===== config.mk =====
export PLATFORM = sky130hd
export DESIGN_NAME = pu_dbg_inst_injector
export DESIGN_NICKNAME = d
export VERILOG_FILES = /design/src/rtl/pu_dbg_inst_injector_pkg.sv /design/src/rtl/pu_dbg_inst_injector_encoder.sv /design/src/rtl/pu_dbg_inst_injector.sv
export SDC_FILE = /design/constraint.sdc
export NUM_CORES = 1
export LEC_CHECK = 0
export BUFFER_PORTS_ARGS = -buffer_cell sky130_fd_sc_hd__buf_4
export CAP_MARGIN = 20
export CORE_MARGIN = 1.5
export CORE_UTILIZATION = 45
export CTS_CLUSTER_SIZE = 16
export DETAILED_ROUTE_END_ITERATION = 8
export GPL_ROUTABILITY_DRIVEN = 0
export PLACE_DENSITY = 0.69
export REMOVE_ABC_BUFFERS = 1
export SLEW_MARGIN = 0
export SYNTH_ARGS = -nofsm -noshare
export SYNTH_HDL_FRONTEND = slang
export SYNTH_HIERARCHICAL = 1
export SYNTH_SLANG_ARGS = --single-unit

===== constraint.sdc =====
create_clock -name clk -period 4 [get_ports clk]
set_clock_uncertainty 0.2 [all_clocks]
set_input_delay 0.2 -clock clk [delete_from_list [all_inputs] [get_ports clk]]
set_output_delay 0.2 -clock clk [all_outputs]
set_load 0.1 [all_outputs]

===== src/rtl/pu_dbg_inst_injector_pkg.sv =====
// Shared instruction-word types and Power-ISA encode helpers used by the
// debug instruction injector.
package pu_dbg_inst_injector_pkg;

    typedef logic [31:0] inst_t;

    typedef enum logic [1:0] {
        DBG_RD_GPR = 2'd0,
        DBG_WR_GPR = 2'd1,
        DBG_RD_MEM = 2'd2,
        DBG_WR_MEM = 2'd3
    } dbg_cmd_e;

    typedef enum logic [1:0] {
        ST_IDLE,
        ST_ISSUE,
        ST_WAIT_RSP,
        ST_RESP
    } dbg_state_e;

    // ori r0,r0,0 is the canonical no-op
    localparam inst_t INST_NOP = 32'h6000_0000;

    function automatic inst_t enc_addis(input logic [4:0] rt, input logic [4:0] ra,
                                        input logic [15:0] si);
        return {6'd15, rt, ra, si};
    endfunction

    // ori: destination lives in the ra field, source in the rt (rs) field
    function automatic inst_t enc_ori(input logic [4:0] ra_dst, input logic [4:0] rs_src,
                                      input logic [15:0] ui);
        return {6'd24, rs_src, ra_dst, ui};
    endfunction

    function automatic inst_t enc_lwz(input logic [4:0] rt, input logic [4:0] ra,
                                      input logic [15:0] d);
        return {6'd32, rt, ra, d};
    endfunction

    function automatic inst_t enc_stw(input logic [4:0] rs, input logic [4:0] ra,
                                      input logic [15:0] d);
        return {6'd36, rs, ra, d};
    endfunction

    // The SPR number is split into halves which are stored swapped
    function automatic inst_t enc_mtspr(input logic [9:0] spr, input logic [4:0] rs);
        return {6'd31, rs, spr[4:0], spr[9:5], 10'd467, 1'b0};
    endfunction

endpackage


===== src/rtl/pu_dbg_inst_injector_encoder.sv =====
// Combinational map from (command, word index, latched fields) to the
// instruction word at that index plus a flag marking the final word.
module pu_dbg_inst_encoder
    import pu_dbg_inst_injector_pkg::*;
#(
    parameter int DBG_SPR   = 272,
    parameter int SCRATCH_A = 30,
    parameter int SCRATCH_D = 31
) (
    input  dbg_cmd_e    op,
    input  logic [2:0]  idx,
    input  logic [4:0]  gpr,
    input  logic [31:0] addr,
    input  logic [31:0] data,
    output inst_t       inst,
    output logic        last
);

    localparam logic [4:0] RA  = 5'(SCRATCH_A);
    localparam logic [4:0] RD  = 5'(SCRATCH_D);
    localparam logic [9:0] SPR = 10'(DBG_SPR);

    always_comb begin
        inst = INST_NOP;
        last = 1'b0;
        case (op)
            DBG_WR_GPR: begin
                last = (idx >= 3'd1);
                inst = (idx == 3'd0) ? enc_addis(gpr, 5'd0, data[31:16])
                                     : enc_ori(gpr, gpr, data[15:0]);
            end
            DBG_RD_GPR: begin
                last = 1'b1;
                inst = enc_mtspr(SPR, gpr);
            end
            DBG_WR_MEM: begin
                last = (idx >= 3'd4);
                case (idx)
                    3'd0:    inst = enc_addis(RA, 5'd0, addr[31:16]);
                    3'd1:    inst = enc_ori(RA, RA, addr[15:0]);
                    3'd2:    inst = enc_addis(RD, 5'd0, data[31:16]);
                    3'd3:    inst = enc_ori(RD, RD, data[15:0]);
                    default: inst = enc_stw(RD, RA, 16'd0);
                endcase
            end
            default: begin
                last = (idx >= 3'd3);
                case (idx)
                    3'd0:    inst = enc_addis(RA, 5'd0, addr[31:16]);
                    3'd1:    inst = enc_ori(RA, RA, addr[15:0]);
                    3'd2:    inst = enc_lwz(RD, RA, 16'd0);
                    default: inst = enc_mtspr(SPR, RD);
                endcase
            end
        endcase
    end

endmodule


===== src/rtl/pu_dbg_inst_injector.sv =====
// Debug instruction injector: turns host debug commands into instruction
// sequences for the fetch mux and returns read-back data from the debug SPR.
module pu_dbg_inst_injector
    import pu_dbg_inst_injector_pkg::*;
#(
    parameter int DBG_SPR        = 272,
    parameter int SCRATCH_A      = 30,
    parameter int SCRATCH_D      = 31,
    parameter int TIMEOUT_CYCLES = 255
) (
    input  logic        clk,
    input  logic        reset,
    input  logic        cmd_valid,
    output logic        cmd_ready,
    input  logic [1:0]  cmd_op,
    input  logic [4:0]  cmd_gpr,
    input  logic [31:0] cmd_addr,
    input  logic [31:0] cmd_data,
    output logic        rsp_valid,
    output logic [31:0] rsp_data,
    output logic        rsp_timeout,
    output logic        inst_valid,
    input  logic        inst_ready,
    output logic [31:0] inst,
    input  logic        dbg_spr_valid,
    input  logic [31:0] dbg_spr_data
);

    localparam int CNT_W = $clog2(TIMEOUT_CYCLES);
    localparam logic [CNT_W-1:0] CNT_LAST = CNT_W'(TIMEOUT_CYCLES - 1);

    dbg_state_e        state_q, state_d;
    dbg_cmd_e          op_q, op_d;
    logic [4:0]        gpr_q, gpr_d;
    logic [31:0]       addr_q, addr_d, data_q, data_d;
    logic [2:0]        idx_q, idx_d;
    logic              last_q, last_d;
    logic [CNT_W-1:0]  cnt_q, cnt_d;
    logic              cmd_ready_q, cmd_ready_d;
    logic              rsp_valid_q, rsp_valid_d, rsp_timeout_q, rsp_timeout_d;
    logic [31:0]       rsp_data_q, rsp_data_d;
    logic              inst_valid_q, inst_valid_d;
    inst_t             inst_q, inst_d;

    dbg_cmd_e          enc_op;
    logic [2:0]        enc_idx;
    logic [4:0]        enc_gpr;
    logic [31:0]       enc_addr, enc_data;
    inst_t             enc_inst;
    logic              enc_last;

    // In IDLE the encoder looks at the incoming command (word 0); otherwise
    // it prepares the word after the one currently presented.
    always_comb begin
        if (state_q == ST_IDLE) begin
            enc_op   = dbg_cmd_e'(cmd_op);
            enc_idx  = 3'd0;
            enc_gpr  = cmd_gpr;
            enc_addr = cmd_addr;
            enc_data = cmd_data;
        end else begin
            enc_op   = op_q;
            enc_idx  = idx_q + 3'd1;
            enc_gpr  = gpr_q;
            enc_addr = addr_q;
            enc_data = data_q;
        end
    end

    pu_dbg_inst_encoder #(
        .DBG_SPR   (DBG_SPR),
        .SCRATCH_A (SCRATCH_A),
        .SCRATCH_D (SCRATCH_D)
    ) u_encoder (
        .op   (enc_op),
        .idx  (enc_idx),
        .gpr  (enc_gpr),
        .addr (enc_addr),
        .data (enc_data),
        .inst (enc_inst),
        .last (enc_last)
    );

    always_comb begin
        state_d       = state_q;
        op_d          = op_q;
        gpr_d         = gpr_q;
        addr_d        = addr_q;
        data_d        = data_q;
        idx_d         = idx_q;
        last_d        = last_q;
        cnt_d         = cnt_q;
        rsp_data_d    = rsp_data_q;
        rsp_timeout_d = rsp_timeout_q;
        inst_valid_d  = inst_valid_q;
        inst_d        = inst_q;
        case (state_q)
            ST_IDLE: begin
                if (cmd_valid) begin
                    op_d         = dbg_cmd_e'(cmd_op);
                    gpr_d        = cmd_gpr;
                    addr_d       = cmd_addr;
                    data_d       = cmd_data;
                    idx_d        = 3'd0;
                    inst_d       = enc_inst;
                    last_d       = enc_last;
                    inst_valid_d = 1'b1;
                    state_d      = ST_ISSUE;
                end
            end
            ST_ISSUE: begin
                if (inst_ready) begin
                    if (last_q) begin
                        inst_valid_d = 1'b0;
                        // Reads (rd_gpr, rd_mem) have op bit 0 clear
                        if (!op_q[0]) begin
                            cnt_d   = '0;
                            state_d = ST_WAIT_RSP;
                        end else begin
                            rsp_data_d    = 32'd0;
                            rsp_timeout_d = 1'b0;
                            state_d       = ST_RESP;
                        end
                    end else begin
                        idx_d  = idx_q + 3'd1;
                        inst_d = enc_inst;
                        last_d = enc_last;
                    end
                end
            end
            ST_WAIT_RSP: begin
                cnt_d = cnt_q + 1'b1;
                if (dbg_spr_valid) begin
                    rsp_data_d    = dbg_spr_data;
                    rsp_timeout_d = 1'b0;
                    state_d       = ST_RESP;
                end else if (cnt_q == CNT_LAST) begin
                    rsp_data_d    = 32'd0;
                    rsp_timeout_d = 1'b1;
                    state_d       = ST_RESP;
                end
            end
            default: state_d = ST_IDLE;
        endcase
        rsp_valid_d = (state_d == ST_RESP);
        cmd_ready_d = (state_d == ST_IDLE);
    end

    always_ff @(posedge clk) begin
        if (reset) begin
            state_q       <= ST_IDLE;
            op_q          <= DBG_RD_GPR;
            gpr_q         <= '0;
            addr_q        <= '0;
            data_q        <= '0;
            idx_q         <= '0;
            last_q        <= 1'b0;
            cnt_q         <= '0;
            cmd_ready_q   <= 1'b1;
            rsp_valid_q   <= 1'b0;
            rsp_data_q    <= '0;
            rsp_timeout_q <= 1'b0;
            inst_valid_q  <= 1'b0;
            inst_q        <= INST_NOP;
        end else begin
            state_q       <= state_d;
            op_q          <= op_d;
            gpr_q         <= gpr_d;
            addr_q        <= addr_d;
            data_q        <= data_d;
            idx_q         <= idx_d;
            last_q        <= last_d;
            cnt_q         <= cnt_d;
            cmd_ready_q   <= cmd_ready_d;
            rsp_valid_q   <= rsp_valid_d;
            rsp_data_q    <= rsp_data_d;
            rsp_timeout_q <= rsp_timeout_d;
            inst_valid_q  <= inst_valid_d;
            inst_q        <= inst_d;
        end
    end

    assign cmd_ready   = cmd_ready_q;
    assign rsp_valid   = rsp_valid_q;
    assign rsp_data    = rsp_data_q;
    assign rsp_timeout = rsp_timeout_q;
    assign inst_valid  = inst_valid_q;
    assign inst        = inst_q;

endmodule


Word-level counts from Yosys, hierarchy flattened
Index checks and enable logic that the tools add are counted.
{"block": "word_totals", "ff_bits": 153, "out_inout_bits": 68, "wordCells": 96}
{"block": "classes", "add_sub_neg": 2, "magnitude_cmp": 3, "eq_ne": 16, "n_mux": 49, "reduce_logical": 12}
{"op": "32-bit two-way mux", "n": 10}
{"op": "32-bit one-hot mux with 3 select lines", "n": 2}
{"op": "32-bit one-hot mux with 2 select lines", "n": 2}
{"op": "32-bit one-hot mux with 4 select lines", "n": 1}
{"op": "31-bit two-way mux", "n": 1}
{"op": "8-bit two-way mux", "n": 3}
{"op": "8-bit one-hot mux with 2 select lines", "n": 1}
{"op": "1-bit two-way mux", "n": 12}
{"op": "2-bit two-way mux", "n": 6}
{"op": "3-bit two-way mux", "n": 4}
{"op": "2-bit != test (second input constant)", "n": 6}
{"op": "4-bit AND reduction", "n": 3}
{"op": "8-bit by 1-bit adder with 8-bit output (second input constant)", "n": 1}
{"op": "8-bit equality test (second input constant)", "n": 1}
{"op": "2-bit equality test (second input constant)", "n": 3}
{"op": "3-bit by 2-bit equality test with 1-bit output (second input constant)", "n": 2}
{"op": "2-bit logical NOT", "n": 3}
{"op": "1-bit one-hot mux with 2 select lines", "n": 3}
{"op": "2-bit one-hot mux with 3 select lines", "n": 1}
{"op": "3-bit one-hot mux with 2 select lines", "n": 1}
{"op": "5-bit two-way mux", "n": 1}
{"op": "5-bit AND reduction", "n": 1}
{"op": "2-bit by 1-bit equality test with 1-bit output (second input constant)", "n": 2}
{"op": "2-bit nonzero test", "n": 2}
{"op": "10 further kinds", "n": 10}

Longest topological paths before layout
Gate-level depths: netlist (run 1).
{"block": "depth", "depth_word": 8, "mapped_depth": 14, "mapped_depth_nobuf": 9}

By module
Netlist (run 1), hierarchy kept.
{"module": "pu_dbg_inst_injector", "instances": 1, "cells_each": 701, "area_per_inst_um2": 6207.2}
{"module": "pu_dbg_inst_encoder", "instances": 1, "cells_each": 132, "area_per_inst_um2": 860.8}

Worst setup path after synthesis (run 1)
No wires, ideal clock.
{"block": "synth_timing", "path_type": "reg-to-reg", "start": "register state_q[0]", "end": "register inst_q[27], in the netlist inst[27]", "setup_ns": 0.132, "t_arrival_ns": 2.283, "slack_ns": 1.385, "stages_incl_launch_ff": 12, "n_path_buf": 6, "synth_period_minus_slack_ns": 2.615, "path_cell_list": "dfxtp_1 -> buf_2 -> nor2_2 -> buf_2 -> buf_2 -> o21ai_0 -> clkbuf_1 -> clkbuf_1 -> o21ai_0 -> buf_4 -> nand2_1 -> a21oi_1"}
{"item": "start: declaration", "line_no": "pu_dbg_inst_injector.sv:32", "rtl": "dbg_state_e state_q, state_d;"}
{"item": "start signal: assignment", "line_no": "pu_dbg_inst_injector.sv:166", "rtl": "state_q <= state_d;"}
{"item": "2-bit logical NOT *", "line_no": "pu_dbg_inst_injector.sv:55", "rtl": "if (state_q == ST_IDLE) begin"}
{"item": "2-bit two-way mux *", "line_no": "pu_dbg_inst_injector.sv:55"}
{"item": "net enc_op[0]", "line_no": "pu_dbg_inst_injector.sv:45", "rtl": "dbg_cmd_e enc_op;"}
{"item": "2-bit equality test (tied with other cells)", "line_no": "pu_dbg_inst_injector_encoder.sv:26", "rtl": "case (op)"}
{"item": "32-bit one-hot mux with 3 select lines *", "line_no": "pu_dbg_inst_injector_encoder.sv:26"}
{"item": "net enc_inst[27]", "line_no": "pu_dbg_inst_injector.sv:49", "rtl": "inst_t enc_inst;"}
{"item": "32-bit two-way mux", "line_no": "pu_dbg_inst_injector.sv:113", "rtl": "if (last_q) begin"}
{"item": "32-bit two-way mux", "line_no": "pu_dbg_inst_injector.sv:112", "rtl": "if (inst_ready) begin"}
{"item": "32-bit one-hot mux with 2 select lines *", "line_no": "pu_dbg_inst_injector.sv:97", "rtl": "case (state_q)"}
{"item": "end signal: assignment", "line_no": "pu_dbg_inst_injector.sv:179", "rtl": "inst_q <= inst_d;"}
{"item": "end: declaration", "line_no": "pu_dbg_inst_injector.sv:43", "rtl": "inst_t inst_q, inst_d;"}
The timed path passes the listed nets; every way through them passes the cells marked *. The select of a mux whose other input is x is not followed.
A chain may end at the register's enable or synchronous reset.

Worst setup path after layout (run 1)
{"block": "layout_timing", "start": "register state_q[1]", "end": "register inst_q[11], in the netlist inst[11]"}
{"block": "layout_via", "elab_chain_cells": 8}
{"item": "2-bit logical NOT *", "line_no": "pu_dbg_inst_injector.sv:55"}
{"item": "3-bit two-way mux *", "line_no": "pu_dbg_inst_injector.sv:55"}
{"item": "net enc_idx[1]", "line_no": "pu_dbg_inst_injector.sv:46", "rtl": "logic [2:0] enc_idx;"}
{"item": "3-bit by 2-bit equality test with 1-bit output (tied with other cells)", "line_no": "pu_dbg_inst_injector_encoder.sv:38", "rtl": "case (idx)"}
{"item": "32-bit one-hot mux with 4 select lines (tied with other cells)", "line_no": "pu_dbg_inst_injector_encoder.sv:38"}
{"item": "32-bit one-hot mux with 3 select lines *", "line_no": "pu_dbg_inst_injector_encoder.sv:26"}
{"item": "net enc_inst[11]", "line_no": "pu_dbg_inst_injector.sv:49"}
{"item": "32-bit two-way mux", "line_no": "pu_dbg_inst_injector.sv:113"}
{"item": "32-bit two-way mux", "line_no": "pu_dbg_inst_injector.sv:112"}
{"item": "32-bit one-hot mux with 2 select lines *", "line_no": "pu_dbg_inst_injector.sv:97"}
Marked as above.

==> results of run 1 <==
==> timing repair <==
action | in CTS | in global routing
hold endpoints to repair | 105 | 0
hold buffers | 105 | 0
resized for setup | 0 | 0
==> final timing paths <==
check	to	slack, ns	depth (start not counted)
worst max register to register	inst[11]	0.72	9
worst min-delay path	cnt_q[0]	0.10	2
worst min register to register	data_q[16]	0.25	2
worst max-delay path	inst[11]	0.72	9
==> stage by stage <==
step	total power [µW]	hold slack [ns]	cell area [µm²]	setup slack [ns]
final	4220	0.104	10100	0.723
after detailed placement	2620	0.213	8450	0.779
after floorplan	2330	0.0691	6730	-0.942
after CTS	4240	0.0981	10100	0.748
after global placement	2620	0.210	8450	0.868
after global routing	4390	0.135	10100	0.388
==> cell families after synthesis <==
group / Yosys count / share of synthesized area [%]
buf+inv: 74 / 5.26
fa+ha+maj: 3 / 0.531
simple gates: 296 / 17.5
xor+xnor: 4 / 0.496
mux: 86 / 13.5
compound gates: 217 / 19.4
flops: 153 / 43.3
==> worst register-to-register path, delay by kind of cell (launching register included) <==
kind	cells	cell delay, ns
compound gates	2	0.37
xor+xnor	1	0.17
buf+inv	1	0.23
flops	1	0.60
simple gates	5	1.64
==> registers in the layout (all words and copies together), names as in the netlist <==
register	count
gpr_q	5
cmd_ready	1
op_q	2
inst_valid	1
state_q	2
inst	32
rsp_data	32
rsp_timeout	1
cnt_q	8
rsp_valid	1
last_q	1
data_q	32
addr_q	32
idx_q	3
==> layout make-up <==
cell class,count,share of cell area [%]
clock buffer,20,4.63
multi-input combinational,606,36.4
clock inverter,12,0.994
tap,211,2.62
inverter,8,0.298
timing repair buffer,294,24.7
sequential,153,30.4
==> Yosys cell counts (all sizes together) (4+ instances only) <==
cell type / instances / area, µm²
a21oi: 124 / 628
a221o: 9 / 90.1
a22o: 32 / 280
a32oi: 14 / 123
buf: 40 / 244
clkbuf: 26 / 97.6
dfxtp: 153 / 3060
inv: 8 / 30.0
mux2: 77 / 867
mux2i: 9 / 90.1
nand2: 230 / 863
nand2b: 7 / 43.8
nand3b: 4 / 30.0
nor2: 28 / 115
nor2b: 4 / 25.0
nor3: 4 / 30.0
o21ai: 19 / 95.1
o31ai: 4 / 30.0
==> power by group <==
part | internal (µW) | leakage [µW] | switching [µW]
combinational | 400 | 0.00267 | 625
clock | 898 | 0.000266 | 635
sequential | 1610 | 0.00125 | 52.1
==> routing by layer <==
| metal | share of wire (%) | vias to the layer above |
|---|---|---|
| li1 | - | 3382 |
| met5 | 0 | - |
| met3 | 4.6 | 25 |
| met1 | 46 | 3184 |
| met4 | 1.6 | 0 |
| met2 | 48 | 167 |
==> flow_metrics.py, run 1 <==
metrics = {
    "global_route": {
        "met1_usage_pct": 32.6,
        "met3_usage_pct": 5.43,
        "grt-busiest-layer": "met2",
        "grt_first_pass_wirelength_um": 31900,
        "grt_max_degree": 66,
        "grt-ovfl-total": 0,
        "use_met2_pct": 39.4,
        "grt_pass1_vias": 6364,
        "antenna_found_initial": 0,
        "track_usage_pct": 24.4,
    },
    "cells_and_area": {
        "seq_area_mm2": 0.00306,
        "syn_to_final_growth_pct": 42.5,
        "n_antenna_cell": 0,
        "final_cell_mix": "nand2_1, buf_4, dfxtp_1, a21oi_1, dlygate4sd3_1",
        "nets": 1191,
        "fin_cells": 1304,
        "drive_gt1_share_pct": 28.7,
        "final_common_cell": "nand2_1",
        "fill_cells": 1241,
        "fin_util_pct": 66.0,
        "multiInputGateArea_mm2": 0.00366,
    },
    "placement": {
        "portBuffers": 175,
        "dpl.hpwl_um": 12400,
        "post-place-cells": 1167,
    },
    "power": {
        "p_leak_uw": 0.00419,
        "irDropWorstVdd_v": 0.000344,
        "p_per_area_mw_per_mm2": 419,
    },
    "worst_setup_path": {
        "slowest_delay_ns": 0.65,
        "path_class": "reg2reg",
        "cp_num_buf_inv": 1,
        "cp_top_family": "simple AND/OR/NAND/NOR gates",
        "crit_fanout": 16,
        "slowest_stage": "nor2b_1",
        "critPathRequiredTime_ns": 4.15,
        "arrival_ns": 3.43,
        "worstPathCellList": "nor2_4 > buf_4 > nor2b_1 > xor2_1 > nor3_2 > and2_1 > a221o_1 > nand2_1 > a21oi_1",
        "critPathLaunch": "state_q[1]",
        "r2r_start": "state_q[1]",
        "crit_path_start_kind": "flop",
        "endpoint_kind": "flop",
    },
    "sta": {
        "tightest_slew_ns": 0.959,
        "period_needed_ns": 3.28,
        "drv_slew": 0,
        "rsz0062_at_grt": "no",
        "fin_setup_tns_ns": 0,
        "relSlewSlack_pct": 36.1,
        "fin_crit_sh_pct": 81.9,
        "hold_viol": 0,
        "setup-violations-final": 0,
        "fmax_mhz": 305,
    },
    "synth": {
        "synth_edf_count": 0,
        "synth_cells": 833,
        "syn_area_mm2": 0.00707,
        "post_synth.cell_area_avg_um2": 8.49,
        "yosys_most_used_dff": "dfxtp_1",
        "ys_seq_area_share_pct": 43.3,
        "yosysWarnings": 6,
        "async_flop_share_pct": 0,
        "ys_ff_latch": 153,
        "ys_types": 49,
    },
    "drt": {
        "wl_per_cell_um": 15.2,
        "drt-total-wl_um": 19900,
        "dr.pass1.iters": 5,
        "post_drt_via_cell_ratio": 5.18,
        "vias": 6758,
        "ant_nets": 0,
        "drt_iter0_drc": 385,
        "drc": 0,
    },
    "floorplanning": {
        "fp.dieW_um": 128,
        "pin_count": 176,
        "die_y_um": 128,
        "start_util_pct": 46.3,
        "coreArea_mm2": 0.0153,
        "rows": 45,
        "die_area_mm2": 0.0165,
    },
    "clock_tree": {
        "cts.clk_slew.worst_paths_ns": 0.06,
        "cts_setup_buffers": 0,
        "cts_made_buffers": 17,
        "cts_tree": "done",
        "h-tree-depth": 4,
        "cts-root-buf": "clkbuf_16",
        "clock-sinks": 153,
        "clk_path_buf_depth": 2,
        "clkLatencyLatePin_ns": 0.42,
    },
    "hold_path": {
        "hp-class": "in2reg",
        "min-delay-start": "reset",
    },
    "run_status": {
        "status": "finished clean",
    },
    "flow_run": {
        "drv_cap": 0,
    },
}
No activity file was read; power rests on OpenSTA's default activity.
==> run 2: changes to the inputs <==
- clock period: 4 -> 3.2 ns (I/O delays scaled with it)
==> flow_metrics.py, run 2 (synthesized netlist as in run 1, its figures left out) <==
metrics = {
    "run_status": {
        "status": "finished clean",
    },
    "floorplanning": {
        "rows": 45,
        "pin_count": 176,
        "coreArea_mm2": 0.0153,
        "die_area_mm2": 0.0165,
        "start_util_pct": 46.3,
        "die_y_um": 128,
        "fp.dieW_um": 128,
    },
    "sta": {
        "setup-violations-final": 0,
        "timing.hold.ws_ns": 0.0560,
        "relSlewSlack_pct": 34.7,
        "rsz0062_at_grt": "no",
        "hold_viol": 0,
        "tightest_slew_ns": 0.973,
        "period_needed_ns": 2.77,
        "fin_setup_tns_ns": 0,
        "fin_crit_sh_pct": 86.5,
        "drv_slew": 0,
        "setup_slack_ns": 0.432,
        "fmax_mhz": 361,
    },
    "worst_setup_path": {
        "crit_path_start_kind": "flop",
        "critPathRequiredTime_ns": 3.28,
        "r2r_start": "state_q[1]",
        "critPathLaunch": "state_q[1]",
        "path_class": "reg2reg",
        "r2r_cells": 8,
        "crit_fanout": 34,
        "arrival_ns": 2.85,
        "endpoint_kind": "flop",
    },
    "clock_tree": {
        "cts_setup_buffers": 0,
        "cts-root-buf": "clkbuf_16",
        "clock-sinks": 153,
        "post_cts_resized": 0,
        "cts.clk_slew.worst_paths_ns": 0.06,
        "cts_tree": "done",
        "cts-hold-fix-buffers": 107,
        "clkLatencyLatePin_ns": 0.43,
        "cts_made_buffers": 17,
        "clk_path_buf_depth": 2,
        "h-tree-depth": 4,
    },
    "cells_and_area": {
        "syn_to_final_growth_pct": 44.8,
        "final_common_cell": "nand2_1",
        "n_antenna_cell": 0,
        "nets": 1202,
        "final_cell_mix": "nand2_1, buf_4, dfxtp_1, a21oi_1, dlygate4sd3_1",
        "drive_gt1_share_pct": 28.9,
        "seq_area_mm2": 0.00306,
        "multiInputGateArea_mm2": 0.00366,
        "fill_cells": 1259,
    },
    "global_route": {
        "grt_max_degree": 59,
        "grt-ovfl-total": 0,
        "track_usage_pct": 24.6,
        "grt_pass1_vias": 6532,
        "antenna_found_initial": 0,
        "grt_first_pass_wirelength_um": 32200,
    },
    "power": {
        "irDropWorstVdd_v": 0.000371,
        "p_leak_uw": 0.00428,
        "p_per_area_mw_per_mm2": 539,
    },
    "flow_run": {
        "drv_cap": 0,
    },
    "placement": {
        "dpl.hpwl_um": 12700,
        "pre_cts_slack_ns": 0.455,
        "portBuffers": 175,
    },
    "drt": {
        "vias": 6789,
        "post_drt_via_cell_ratio": 5.17,
        "drc": 0,
        "ant_nets": 0,
        "dr.pass1.iters": 5,
        "wl_per_cell_um": 15.3,
        "drt-total-wl_um": 20100,
        "drt_iter0_drc": 501,
    },
    "hold_path": {
        "hp-class": "in2reg",
        "min-delay-start": "inst_ready",
        "hold_depth": 4,
    },
}
run 2: changes by cell type in the layout (fill, tap and decap cells not counted), sizes merged:
cell	previous run	this run
buf	189	198
bufinv	1	4
clkbuf	20	23
clkinv	5	1
clkinvlp	6	2
dlygate4sd3	105	107
run 2: final cells by class:
class | count | share of cell area [%]
tap | 211 | 2.58
timing repair buffer | 305 | 25.2
inverter | 8 | 0.294
clock buffer | 23 | 4.77
sequential | 153 | 29.9
clock inverter | 7 | 1.37
multi-input combinational | 606 | 35.8
run 2: per-layer routing:
metal | global-route usage [%] | share of wire [%] | up-vias
met3 | 7.22 | 6.5 | 21
met4 | 8.06 | 1.2 | 0
met1 | 32.4 | 44 | 3182
met2 | 39.1 | 48 | 184
met5 | 0 | 0 | -
li1 | - | - | 3402
run 2: path summary, 6_finish.rpt:
path,to,slack [ns]
worst max register to register,inst[9],0.43
worst min-delay path,state_q[1],0.06
worst max-delay path,inst[9],0.43
worst min register to register,addr_q[11],0.25
run 2: power by group:
| part | switching (µW) | total, µW | internal [µW] |
|---|---|---|---|
| Clock | 765 | 2140 | 1380 |
| Combinational | 789 | 1300 | 515 |
| Sequential | 59.9 | 2070 | 2010 |
run 2: metrics by stage:
stage	util, %	total power, µW	cell area [µm²]	instances
finish	67.1	5520	10200	1313
global route	67.1	5740	10200	1313
CTS	67.1	5550	10200	1313
detailed placement	55.9	3300	8530	1176
global placement	55.9	3290	8530	1176
floorplan	-	2910	6730	767
run 2: worst max-delay path, stage by stage (launching register included):
cell     delay, ns
dfxtp_1       0.45
nor2_4        0.33
buf_4         0.46
mux2_2        0.39
mux2_2        0.29
a32oi_1       0.20
a32oi_1       0.12
nand2_1       0.11
a21oi_1       0.06
==> run 3: changes to the inputs <==
- clock period: 3.2 -> 3.56 ns (I/O delays scaled with it)
==> flow_metrics.py, run 3 (synthesized netlist as in run 1, its figures left out) <==
metrics = {
    "run_status": {
        "status": "finished clean",
    },
    "floorplanning": {
        "fp.dieW_um": 128,
        "die_area_mm2": 0.0165,
        "pin_count": 176,
        "rows": 45,
        "start_util_pct": 46.3,
        "coreArea_mm2": 0.0153,
        "die_y_um": 128,
    },
    "sta": {
        "fin_crit_sh_pct": 80.4,
        "rsz0062_at_grt": "no",
        "setup-violations-final": 0,
        "tightest_slew_ns": 0.945,
        "setup_slack_ns": 0.699,
        "hold_viol": 0,
        "period_needed_ns": 2.86,
        "drv_slew": 0,
        "fmax_mhz": 350,
        "relSlewSlack_pct": 36.8,
        "fin_setup_tns_ns": 0,
    },
    "cells_and_area": {
        "drive_gt1_share_pct": 28.4,
        "final_cell_mix": "nand2_1, buf_4, dfxtp_1, a21oi_1, dlygate4sd3_1",
        "fill_cells": 1221,
        "nets": 1196,
        "syn_to_final_growth_pct": 43.0,
        "seq_area_mm2": 0.00306,
        "multiInputGateArea_mm2": 0.00366,
        "final_common_cell": "nand2_1",
    },
    "clock_tree": {
        "clock-sinks": 153,
        "clk_path_buf_depth": 2,
        "post_cts_resized": 0,
        "cts_tree": "done",
        "cts_setup_buffers": 0,
        "h-tree-depth": 4,
        "cts-root-buf": "clkbuf_16",
        "clkLatencyLatePin_ns": 0.42,
        "cts.clk_slew.worst_paths_ns": 0.06,
        "cts_made_buffers": 17,
    },
    "worst_setup_path": {
        "r2r_start": "state_q[1]",
        "r2r_slack_ns": 0.70,
        "critPathRequiredTime_ns": 3.70,
        "endpoint_kind": "flop",
        "r2r_cells": 8,
        "crit_path_start_kind": "flop",
        "r2r-end": "inst[12]",
        "path_class": "reg2reg",
        "crit_fanout": 12,
        "arrival_ns": 3.00,
    },
    "flow_run": {
        "drv_cap": 0,
    },
    "hold_path": {
        "hold_end": "cnt_q[0]",
        "hp-class": "in2reg",
        "min-delay-start": "reset",
        "hold_depth": 2,
    },
    "drt": {
        "drt-total-wl_um": 20100,
        "post_drt_via_cell_ratio": 5.17,
        "drt_iter0_drc": 393,
        "drc": 0,
        "dr.pass1.iters": 5,
        "ant_nets": 0,
        "wl_per_cell_um": 15.4,
        "vias": 6759,
    },
    "global_route": {
        "grt_pass1_vias": 6438,
        "grt-ovfl-total": 0,
        "antenna_found_initial": 0,
        "track_usage_pct": 24.5,
        "grt_max_degree": 62,
        "grt_first_pass_wirelength_um": 31900,
    },
    "placement": {
        "portBuffers": 175,
        "pre_cts_slack_ns": 0.770,
        "dpl.hpwl_um": 12300,
    },
    "power": {
        "p_per_area_mw_per_mm2": 469,
        "p_leak_uw": 0.00422,
        "irDropWorstVdd_v": 0.000368,
    },
}
[run 3: cell count changes in the layout (fill, tap and decap cells not counted)]
cell	previous run	this run
buf_4	196	192
bufinv_16	4	1
clkbuf_1	2	6
clkbuf_8	4	5
clkinvlp_4	2	0
diode_2	0	1
dlygate4sd3_1	107	105
[run 3: worst max-delay path by stage]
stage / to / slack, ns / start
2_1_floorplan: inst[0] / -1.38 / state_q[1]
3_3_place_gp: inst[15] / 0.88 / state_q[1]
3_5_place_dp: inst[6] / 0.77 / state_q[1]
4_1_cts: inst[6] / 0.75 / state_q[1]
5_1_grt: inst[12] / 0.53 / state_q[1]
6_report: inst[12] / 0.70 / state_q[1]
[run 3: report_power, final]
| group | internal (µW) | leakage, µW | switching [µW] | total (µW) |
|---|---|---|---|---|
| Clock | 1050 | 0.000271 | 666 | 1710 |
| Sequential | 1810 | 0.00125 | 57.7 | 1860 |
| Combinational | 458 | 0.00270 | 701 | 1160 |
| Total | 3310 | 0.00422 | 1420 | 4740 |
[run 3: per-stage QoR]
stage / area (µm²) / power (µW) / hold WS [ns] / utilization (%) / cells
floorplan: 6730 / 2610 / 0.0471 / - / 767
global placement: 8500 / 2950 / 0.188 / 55.7 / 1172
detailed placement: 8500 / 2960 / 0.190 / 55.7 / 1172
CTS: 10100 / 4760 / 0.0574 / 66.2 / 1307
global route: 10100 / 4930 / 0.0747 / 66.2 / 1307
finish: 10100 / 4740 / 0.0683 / 66.2 / 1308
[run 3: routing by layer]
metal / up-vias / wire length, µm / global-route usage, %
met5: - / 0 / 0
met4: 0 / 365 / 7.93
met3: 28 / 1110 / 6.34
met2: 192 / 9600 / 39.2
met1: 3149 / 9060 / 32.4
li1: 3390 / - / -
[run 3: timing repair]
item / 4_1_cts / 5_1_grt
hold endpoints to repair: 105 / 0
setup endpoints to repair: 0 / 0
hold buffers: 105 / 0
[run 3: worst max-delay path: stages (launching register included)]
cell	delay, ns
dfxtp_1	0.60
nor2_4	0.15
nor2b_1	0.49
nand2b_1	0.16
a21boi_2	0.32
o21a_1	0.43
a221o_1	0.22
nand2_1	0.05
a21oi_1	0.16
[run 3: final cells by class]
class	instances	area share [%]
clock buffers	28	5.11
multi-input cells	606	36.2
flip-flops and latches	153	30.3
inverters	8	0.297
diodes	1	0.0248
repair buffers	299	25.1
clock inverters	2	0.347
well taps	211	2.61
